**src/rtl/ctrl_pkg.sv**
```systemverilog
// Shared types and constants for the multi-cycle control unit.
package ctrl_pkg;

   typedef enum logic [2:0] {
      S_FETCH,
      S_DECODE,
      S_EXECUTE,
      S_MEM,
      S_WB,
      S_HALT
   } state_t;

   typedef enum logic [2:0] {
      CLS_RTYPE,
      CLS_LD,
      CLS_ST,
      CLS_BEQ,
      CLS_JMP,
      CLS_HALT,
      CLS_ILLEGAL
   } op_class_t;

   localparam logic [3:0] OP_LD   = 4'b1000;
   localparam logic [3:0] OP_ST   = 4'b1001;
   localparam logic [3:0] OP_BEQ  = 4'b1010;
   localparam logic [3:0] OP_JMP  = 4'b1011;
   localparam logic [3:0] OP_HALT = 4'b1111;

   localparam logic [2:0] ALU_ADD = 3'd0;
   localparam logic [2:0] ALU_SUB = 3'd1;

   localparam logic [1:0] PC_INC    = 2'd0;
   localparam logic [1:0] PC_BRANCH = 2'd1;
   localparam logic [1:0] PC_JUMP   = 2'd2;

endpackage

```
**src/rtl/instr_decode.sv**
```systemverilog
// Combinational field extraction and opcode classification of the latched instruction.
module instr_decode
   import ctrl_pkg::*;
(
   input  logic [15:0] ir,
   output logic [2:0]  rd,
   output logic [2:0]  rs1,
   output logic [2:0]  rs2,
   output logic [15:0] imm_sext,
   output logic [15:0] jmp_tgt,
   output op_class_t   op_class,
   output logic [2:0]  alu_sel
);

   logic [3:0] opcode;

   assign opcode   = ir[15:12];
   assign rd       = ir[11:9];
   assign rs1      = ir[8:6];
   assign rs2      = ir[5:3];
   assign imm_sext = {{10{ir[5]}}, ir[5:0]};
   assign jmp_tgt  = {4'h0, ir[11:0]};

   // Classify the opcode and pick the ALU operation it needs
   always_comb begin
      op_class = CLS_ILLEGAL;
      alu_sel  = ALU_ADD;
      if (!opcode[3]) begin
         op_class = CLS_RTYPE;
         alu_sel  = opcode[2:0];
      end else begin
         case (opcode)
            OP_LD:   op_class = CLS_LD;
            OP_ST:   op_class = CLS_ST;
            OP_BEQ: begin
               op_class = CLS_BEQ;
               alu_sel  = ALU_SUB;
            end
            OP_JMP:  op_class = CLS_JMP;
            OP_HALT: op_class = CLS_HALT;
            default: op_class = CLS_ILLEGAL;
         endcase
      end
   end

endmodule

```
**src/rtl/ctrl_unit.sv**
```systemverilog
// Multi-cycle control unit: FETCH/DECODE/EXECUTE/MEM/WB/HALT sequencer with instruction register.
module ctrl_unit
   import ctrl_pkg::*;
(
   input  logic        clk,
   input  logic        rst,
   input  logic [15:0] instr_in,
   input  logic        mem_ready,
   input  logic        zf,
   output logic [15:0] ir_q,
   output logic [2:0]  rd,
   output logic [2:0]  rs1,
   output logic [2:0]  rs2,
   output logic [15:0] imm_sext,
   output logic [15:0] jmp_tgt,
   output logic [2:0]  alu_sel,
   output logic        alu_src_b,
   output logic        pc_we,
   output logic [1:0]  pc_sel,
   output logic        addr_sel,
   output logic        mem_re,
   output logic        mem_we,
   output logic        reg_we,
   output logic        wb_sel,
   output logic        illegal,
   output logic        halted
);

   state_t    state;
   op_class_t op_class;

   instr_decode u_decode (
      .ir       (ir_q),
      .rd       (rd),
      .rs1      (rs1),
      .rs2      (rs2),
      .imm_sext (imm_sext),
      .jmp_tgt  (jmp_tgt),
      .op_class (op_class),
      .alu_sel  (alu_sel)
   );

   // Operand select and writeback source follow the latched instruction, so they
   // stay stable across EXECUTE, MEM and WB.
   assign alu_src_b = (op_class == CLS_LD) || (op_class == CLS_ST);
   assign wb_sel    = (op_class == CLS_LD);
   assign halted    = (state == S_HALT);

   // Sequencer state and instruction register
   always_ff @(posedge clk) begin
      if (rst) begin
         state <= S_FETCH;
         ir_q  <= '0;
      end else begin
         case (state)
            S_FETCH: begin
               if (mem_ready) begin
                  ir_q  <= instr_in;
                  state <= S_DECODE;
               end
            end
            S_DECODE: begin
               case (op_class)
                  CLS_JMP, CLS_ILLEGAL: state <= S_FETCH;
                  CLS_HALT:             state <= S_HALT;
                  default:              state <= S_EXECUTE;
               endcase
            end
            S_EXECUTE: begin
               case (op_class)
                  CLS_RTYPE:    state <= S_WB;
                  CLS_LD, CLS_ST: state <= S_MEM;
                  default:      state <= S_FETCH;
               endcase
            end
            S_MEM: begin
               if (mem_ready) state <= (op_class == CLS_LD) ? S_WB : S_FETCH;
            end
            S_WB:    state <= S_FETCH;
            S_HALT:  state <= S_HALT;
            default: state <= S_FETCH;
         endcase
      end
   end

   // Strobes and selects; held at zero while rst is high so a reset cycle never
   // issues a memory access or PC update, even from FETCH with mem_ready high.
   always_comb begin
      pc_we    = 1'b0;
      pc_sel   = PC_INC;
      addr_sel = 1'b0;
      mem_re   = 1'b0;
      mem_we   = 1'b0;
      reg_we   = 1'b0;
      illegal  = 1'b0;
      if (!rst) begin
         case (state)
            S_FETCH: begin
               mem_re = 1'b1;
               pc_we  = mem_ready;
            end
            S_DECODE: begin
               if (op_class == CLS_JMP) begin
                  pc_we  = 1'b1;
                  pc_sel = PC_JUMP;
               end
               illegal = (op_class == CLS_ILLEGAL);
            end
            S_EXECUTE: begin
               if (op_class == CLS_BEQ) begin
                  pc_sel = PC_BRANCH;
                  pc_we  = zf;
               end
            end
            S_MEM: begin
               addr_sel = 1'b1;
               mem_re   = (op_class == CLS_LD);
               mem_we   = (op_class == CLS_ST);
            end
            S_WB:    reg_we = 1'b1;
            default: ;
         endcase
      end
   end

endmodule

```
**config.mk**
```make
export PLATFORM = sky130hd
export DESIGN_NAME = ctrl_unit
export DESIGN_NICKNAME = d
export VERILOG_FILES = /design/src/rtl/ctrl_pkg.sv /design/src/rtl/instr_decode.sv /design/src/rtl/ctrl_unit.sv
export SDC_FILE = /design/constraint.sdc
export NUM_CORES = 1
export LEC_CHECK = 0
export CELL_PAD_IN_SITES_DETAIL_PLACEMENT = 1
export CELL_PAD_IN_SITES_GLOBAL_PLACEMENT = 1
export CORE_MARGIN = 4
export CORE_UTILIZATION = 35
export CTS_BUF_LIST = sky130_fd_sc_hd__clkbuf_2 sky130_fd_sc_hd__clkbuf_4 sky130_fd_sc_hd__clkbuf_8
export CTS_CLUSTER_DIAMETER = 50
export DETAILED_ROUTE_END_ITERATION = 10
export DONT_BUFFER_PORTS = 1
export GPL_TIMING_DRIVEN = 0
export PLACE_DENSITY = 0.71
export SLEW_MARGIN = 25
export SYNTH_ARGS = -nofsm -noshare
export SYNTH_HDL_FRONTEND = slang
export SYNTH_SLANG_ARGS = --single-unit
```
**constraint.sdc**
```tcl
create_clock -name clk -period 1.6 [get_ports clk]
set_input_delay 0.32 -clock clk [delete_from_list [all_inputs] [get_ports clk]]
set_output_delay 0.32 -clock clk [all_outputs]
set_load 0.1 [all_outputs]
```
; ---- Yosys cells after proc, flatten, opt, wreduce, memory -nomap -nowiden
; Cells that the tools add are included.
[op_classes]
n_eq_ne = 18
muxes = 28
n_reduce_logical = 7
[ops]
columns = cell, count
row1 = $pmux 3 s5, 2
row2 = $eq 4x4->1 const B, 5
row3 = $eq 3x3->1 const B, 5
row4 = $mux 3, 5
row5 = $mux 1, 14
row6 = $eq 3x2->1 const B, 4
row7 = $pmux 3 s2, 2
row8 = $eq 3x1->1 const B, 2
row9 = $logic_not 3->1, 2
row10 = $mux 2, 2
row11 = $ne 2x2->1 const B, 2
row12 = $pmux 2 s2, 1
row13 = $reduce_and 2->1, 2
row14 = $reduce_or 2->1, 2
row15 = $pmux 1 s3, 1
row16 = $pmux 1 s2, 1
row17 = $logic_or 1x1->1, 1
[word_totals]
reg_bits = 19
inputBits = 20
output_inout_bits = 71
word_cells = 55

; ---- Logic depth before layout (Yosys ltp)
[logic_depth]
ltp_word = 7
depth_mapped = 6
depth_no_buf = 3

; ---- Hierarchy
; A second synthesis with hierarchy kept.
[hier_totals]
cells_unflattened = 184
area_unflattened_um2 = 1378.8
[modules_own_cells]
columns = mod, instances, cells_each, area_each_um2, seq_area_each_um2
row1 = ctrl_unit, 1, 130, 997.2, 380.4
row2 = instr_decode, 1, 54, 381.6, 0.0

; ---- Least setup slack after synthesis
; OpenSTA, ideal clock, no wires.
[synth_path]
path_kind = reg-to-output
start = reg ir_q[15]
end = out mem_re
arrival_ps = 6355
required_ps = 1280
slack_ps = -5075
stages_incl_launch_ff = 5
path_buffers = 1
path_cell_list = dfxtp_1 > clkbuf_2 > nor4b_1 > nand3_1 > a21oi_1
[synth_between]
elab_chain_len = 6
word_cells_on_any_way = 10
cone_classes = eq/ne (6) / mux (4)
[synth_lines]
columns = element, line_no
row1 = start: declaration, ctrl_unit.sv:10  ; output logic [15:0] ir_q,
row2 = start signal: assignment, ctrl_unit.sv:58  ; ir_q <= instr_in;
row3 = $eq 4x4->1, instr_decode.sv:32  ; case (opcode)
row4 = $pmux 3 s5, instr_decode.sv:32
row5 = $mux 3 (*), instr_decode.sv:28  ; if (!opcode[3]) begin
row6 = $eq 3x1->1 (*), n/a
row7 = net wb_sel, ctrl_unit.sv:24  ; output logic wb_sel,
row8 = $pmux 1 s2 (*), ctrl_unit.sv:97  ; case (state)
row9 = $mux 1 (*), ctrl_unit.sv:96  ; if (!rst) begin
row10 = end: declaration, ctrl_unit.sv:21  ; output logic mem_re,
; Mark *: on every way through the listed nets, which the timed path passes. The rest lies on a longest branch.

; ---- Worst setup path after layout
[layout_path]
start = reg ir_q[13]
end = out pc_we
[layout_between]
elab_chain_len = 7
word_cells_on_any_way = 13
cone_classes = eq/ne (7) / mux (6)
[layout_lines]
columns = element, line_no
row1 = $eq 4x4->1, instr_decode.sv:32
row2 = $pmux 3 s5 (*), instr_decode.sv:32
row3 = $mux 3 (*), instr_decode.sv:28
row4 = $eq 3x2->1 / $eq 3x3->1 (equally long branches), "ctrl_unit.sv:110, ctrl_unit.sv:103"
row5 = $mux 1 (on tied branches), "ctrl_unit.sv:110, ctrl_unit.sv:103"
row6 = $pmux 1 s3 (*), ctrl_unit.sv:97
row7 = $mux 1 (*), ctrl_unit.sv:96
row8 = end: declaration, ctrl_unit.sv:18  ; output logic pc_we,
; Every way passes the cells marked *; elsewhere a longest branch is shown, timed or not.

==> impl_summary.txt <==
----------------------------------------------------
[Clocking]
  Clk slew on worst S/H paths ... around 0.070 ns
  CTS tree ... built
  Clock tree root driver cell ... sky130_fd_sc_hd__clkbuf_8
  Cts bufs inserted ... 3
  Later-pin clock latency in the skew report ... 0.26 ns
  Clock sink total ... 19
  Clock Tree Buf Depth ... 2
  H-tree depth reported by CTS ... 1

[Logic synthesis]
  Count of warnings emitted by yosys ... 0
  Mapped cell area ... between 0.001 and 0.0015 mm2
  Portion of synthesized cell area occupied by the leading cell type ... roughly 30%
  Count of mapped cells out of synthesis ... 171
  Async set or reset register ratio after synthesis ... 0%
  Most used DFF post-synth ... sky130_fd_sc_hd__dfxtp_1
  Post-Syn Area per Cell ... approximately 7.6 um2
  Top cell type by total area after synthesis ... sky130_fd_sc_hd__dfxtp_1
  Sequential-to-total area share from yosys stat ... roughly 29%
  Flop and latch count out of synthesis ... 19
  Cells taking the most area after synthesis ... sky130_fd_sc_hd__dfxtp_1 (29%), sky130_fd_sc_hd__buf_4 (24%), sky130_fd_sc_hd__nand2_1 (11%), sky130_fd_sc_hd__a21oi_1 (7.0%), sky130_fd_sc_hd__buf_6 (2.6%)
  Number of enable flip-flop cells after synthesis ... 0
  Distinct cell type count after synthesis ... 35

[Pwr]
  IR drop worst, VDD ... 0.7608 mV
  Cell leakage power ... roughly 1.0 nW
  Pwr/cell area ... between 1000 and 1500 mW/mm2
  Pwr Total ... about 2.7 mW

[Timing]
  # setup viols final ... 27
  Sum of negative setup slack ... -9.385 ns
  Final clock period utilization by the worst path ... 173.7%
  Max-slew headroom ... 33.22%
  Fin. Hold Viols ... 0
  Worst-case clock skew ... approximately 0.0015 ns
  Setup repair after global routing missed its margin ... yes
  Slew Viols, Final ... 0
  Max frequency ... 0.3598 GHz
  Time the final worst path needs with I/O delays and setup ... approximately 2.8 ns
  Final Worst Setup Slack ... -1.179 ns
  Worst-margin pin slew ... 0.9985 ns

[Floorplanning]
  Core Footprint ... between 0.003 and 0.004 mm2
  Standard-cell row count ... 21
  Die extent in x ... 68.83 um
  Floorplan die height ... just under 70 um
  Starting utilization of the core area ... approximately 38%
  I/O pin cnt ... 91
  DIE AREA ... approximately 0.0047 mm2

[Drt]
  Detail-routed net length per standard cell ... ~21 um
  First DRT Iteration DRCs ... 49
  Number of vias per cell after detailed routing ... around 5
  Via count ... roughly 1.3k
  Detailed Route WL ... roughly 5400 um
  ANT nets after route ... 0
  DRC violations left ... 0
  Number of search-and-repair iterations in the first detailed-routing pass ... 4

[Outcome]
  Status ... complete, but fails checks
  Failing checks ... setup timing

[Setup path]
  Type of element capturing the critical path ... output port
  Maximum net fanout on the critical path ... 5
  Ordered list of cells on the worst path ... buf_8, nor4bb_4, a41oi_2, a221oi_4
  Largest incremental delay on the critical path ... 0.97 ns
  Arrival time of the worst setup path ... ~2.5 ns
  Startpoint-to-endpoint class of the critical path ... reg -> out
  Worst path slowest cell ... sky130_fd_sc_hd__a221oi_4
  Critical path required time ... roughly 1.3 ns
  Element type at the critical path start ... flop

[Place]
  Weighted congestion at the end of routability-driven global placement ... approximately 0.77
  Cell Area, Placed ... approximately 0.0016 mm2
  Post-detail-place hpwl ... 2921 um
  # port buffers ... 0
  Cell count after placement ... between 200 and 250

[GRT]
  Vias in the first global route ... 1293
  Initial antenna violation count ... 0
  All-Layer GR Usage ... about 19%
  Leftover overflow at the end of global routing ... 0
  Pin count of the biggest net entering global routing ... 16
  First-pass GRT wire length ... approximately 6500 um

[Final layout]
  Number of antenna cells inserted ... 0
  Area delta synth->final ... 77.10%
  Post-route insts no fill ... between 200 and 300
  Cell area after layout ... around 0.0023 mm2
  Layout net count ... between 200 and 250
  Share of layout cells above drive strength 1 ... 76.78%

[Flow run]
  Maxcap violations ... 0

[Min path]
  Class of the worst hold path ... in -> reg

----------------------------------------------------
worst paths after layout:
check              start        to  slack (ns)  cells past startpoint
max             ir_q[13]     pc_we       -1.18                      4
min          instr_in[5]   ir_q[5]        0.18                      2
max reg2reg     ir_q[13]  state[2]       -0.51                      9
min reg2reg      ir_q[8]   ir_q[8]        0.63                      2
registers in the layout (all words and copies together), names as in the netlist:
| register | count |
|---|---|
| ir_q | 16 |
| state | 3 |
cell usage after synthesis (2+ instances only):
master and n:
sky130_fd_sc_hd__buf_4 42, sky130_fd_sc_hd__nand2_1 37, sky130_fd_sc_hd__dfxtp_1 19, sky130_fd_sc_hd__a21oi_1 18, sky130_fd_sc_hd__nor2_1 5, sky130_fd_sc_hd__nor2b_1 5
sky130_fd_sc_hd__buf_2 4, sky130_fd_sc_hd__inv_1 4, sky130_fd_sc_hd__buf_6 3, sky130_fd_sc_hd__clkbuf_1 3, sky130_fd_sc_hd__nand3_1 3, sky130_fd_sc_hd__a311oi_1 2
sky130_fd_sc_hd__nor3_1 2, sky130_fd_sc_hd__o21ai_0 2, sky130_fd_sc_hd__or4b_1 2
metrics by stage:
stage          hold WS, ns  setup WS [ns]  utilization, %
2_1_floorplan       0.4456         -1.474               -
3_3_place_gp        0.4511         -1.629           45.29
3_5_place_dp        0.4567         -1.295           46.82
4_1_cts             0.1847         -1.199           55.80
5_1_grt             0.1733         -1.252           66.63
6_report            0.1796         -1.179           66.63
worst max-delay path, delay by kind of cell, from the launching register on:
kind | cells | cell delay, ns
AOI/OAI and AO/OA | 2 | 1.17
and+or+nand+nor | 1 | 0.33
buffers and inverters | 1 | 0.16
DFF | 1 | 0.55
cells by family (layout without fill, tap and decap cells):
group,Yosys count,count (layout),share of synthesized area (%)
flip-flops,19,19,29.37
AND/OR/NAND/NOR,65,65,25.80
other,1,4,0.2896
buffers and inverters,57,94,30.92
AO/OA/AOI/OAI,29,29,13.62
metal layers:
| metal | GRT usage [%] | routed length [um] | vias up |
|---|---|---|---|
| met1 | 20.00 | 1804 | 617 |
| met4 | 9.976 | 243 | 0 |
| met3 | 6.159 | 418 | 18 |
| met2 | 31.82 | 2897 | 75 |
| met5 | 0 | 0 | - |
| li1 | - | - | 603 |
report_power, final:
| group | total, mW | internal (mW) | switching, mW | leakage, nW |
|---|---|---|---|---|
| Combinational | 1.50 | 0.424 | 1.08 | 0.815 |
| Sequential | 0.832 | 0.515 | 0.317 | 0.169 |
| Clock | 0.354 | 0.194 | 0.160 | 0.0262 |
final cells by class:
cell class | instances | area [um2]
clock buffers | 4 | 48.80
inverters | 4 | 21.27
fillers | 370 | 1149
flip-flops and latches | 19 | 446.7
well taps | 46 | 57.56
multi-input cells | 98 | 888.4
repair buffers | 36 | 414.1
plain buffers | 50 | 416.7
what timing repair did:
action	4_1_cts	5_1_grt
buffers inserted	14	19
hold endpoints to repair	0	0
endpoints found under the setup margin	64	27
gates resized for setup	39	63
gates cloned	0	2
pin swaps	14	34
hold buffers	0	0
placed cells by master, fill, tap and decap left out, drive strengths merged:
master | Yosys | layout
nand4 | 1 | 1
a221o | 1 | 1
or3 | 1 | 1
and4 | 1 | 1
a21o | 1 | 1
buf | 49 | 80
a21oi | 18 | 18
a41oi | 1 | 1
and3 | 1 | 1
nor3b | 1 | 1
o21ai | 2 | 2
nand2 | 37 | 37
and4b | 1 | 1
a221oi | 1 | 1
a211oi | 1 | 1
nor4b | 2 | 2
or2 | 2 | 2
nand3 | 3 | 3
or4b | 2 | 2
clkinvlp | 0 | 1
dfxtp | 19 | 19
nor3 | 2 | 2
a2111oi | 1 | 1
a311oi | 2 | 2
conb | 1 | 4
clkbuf | 4 | 10
nor2b | 5 | 5
nor4bb | 1 | 1
nor2 | 5 | 5
o31ai | 1 | 1
inv | 4 | 3
Note: power is estimated with default switching activity, not from simulation.
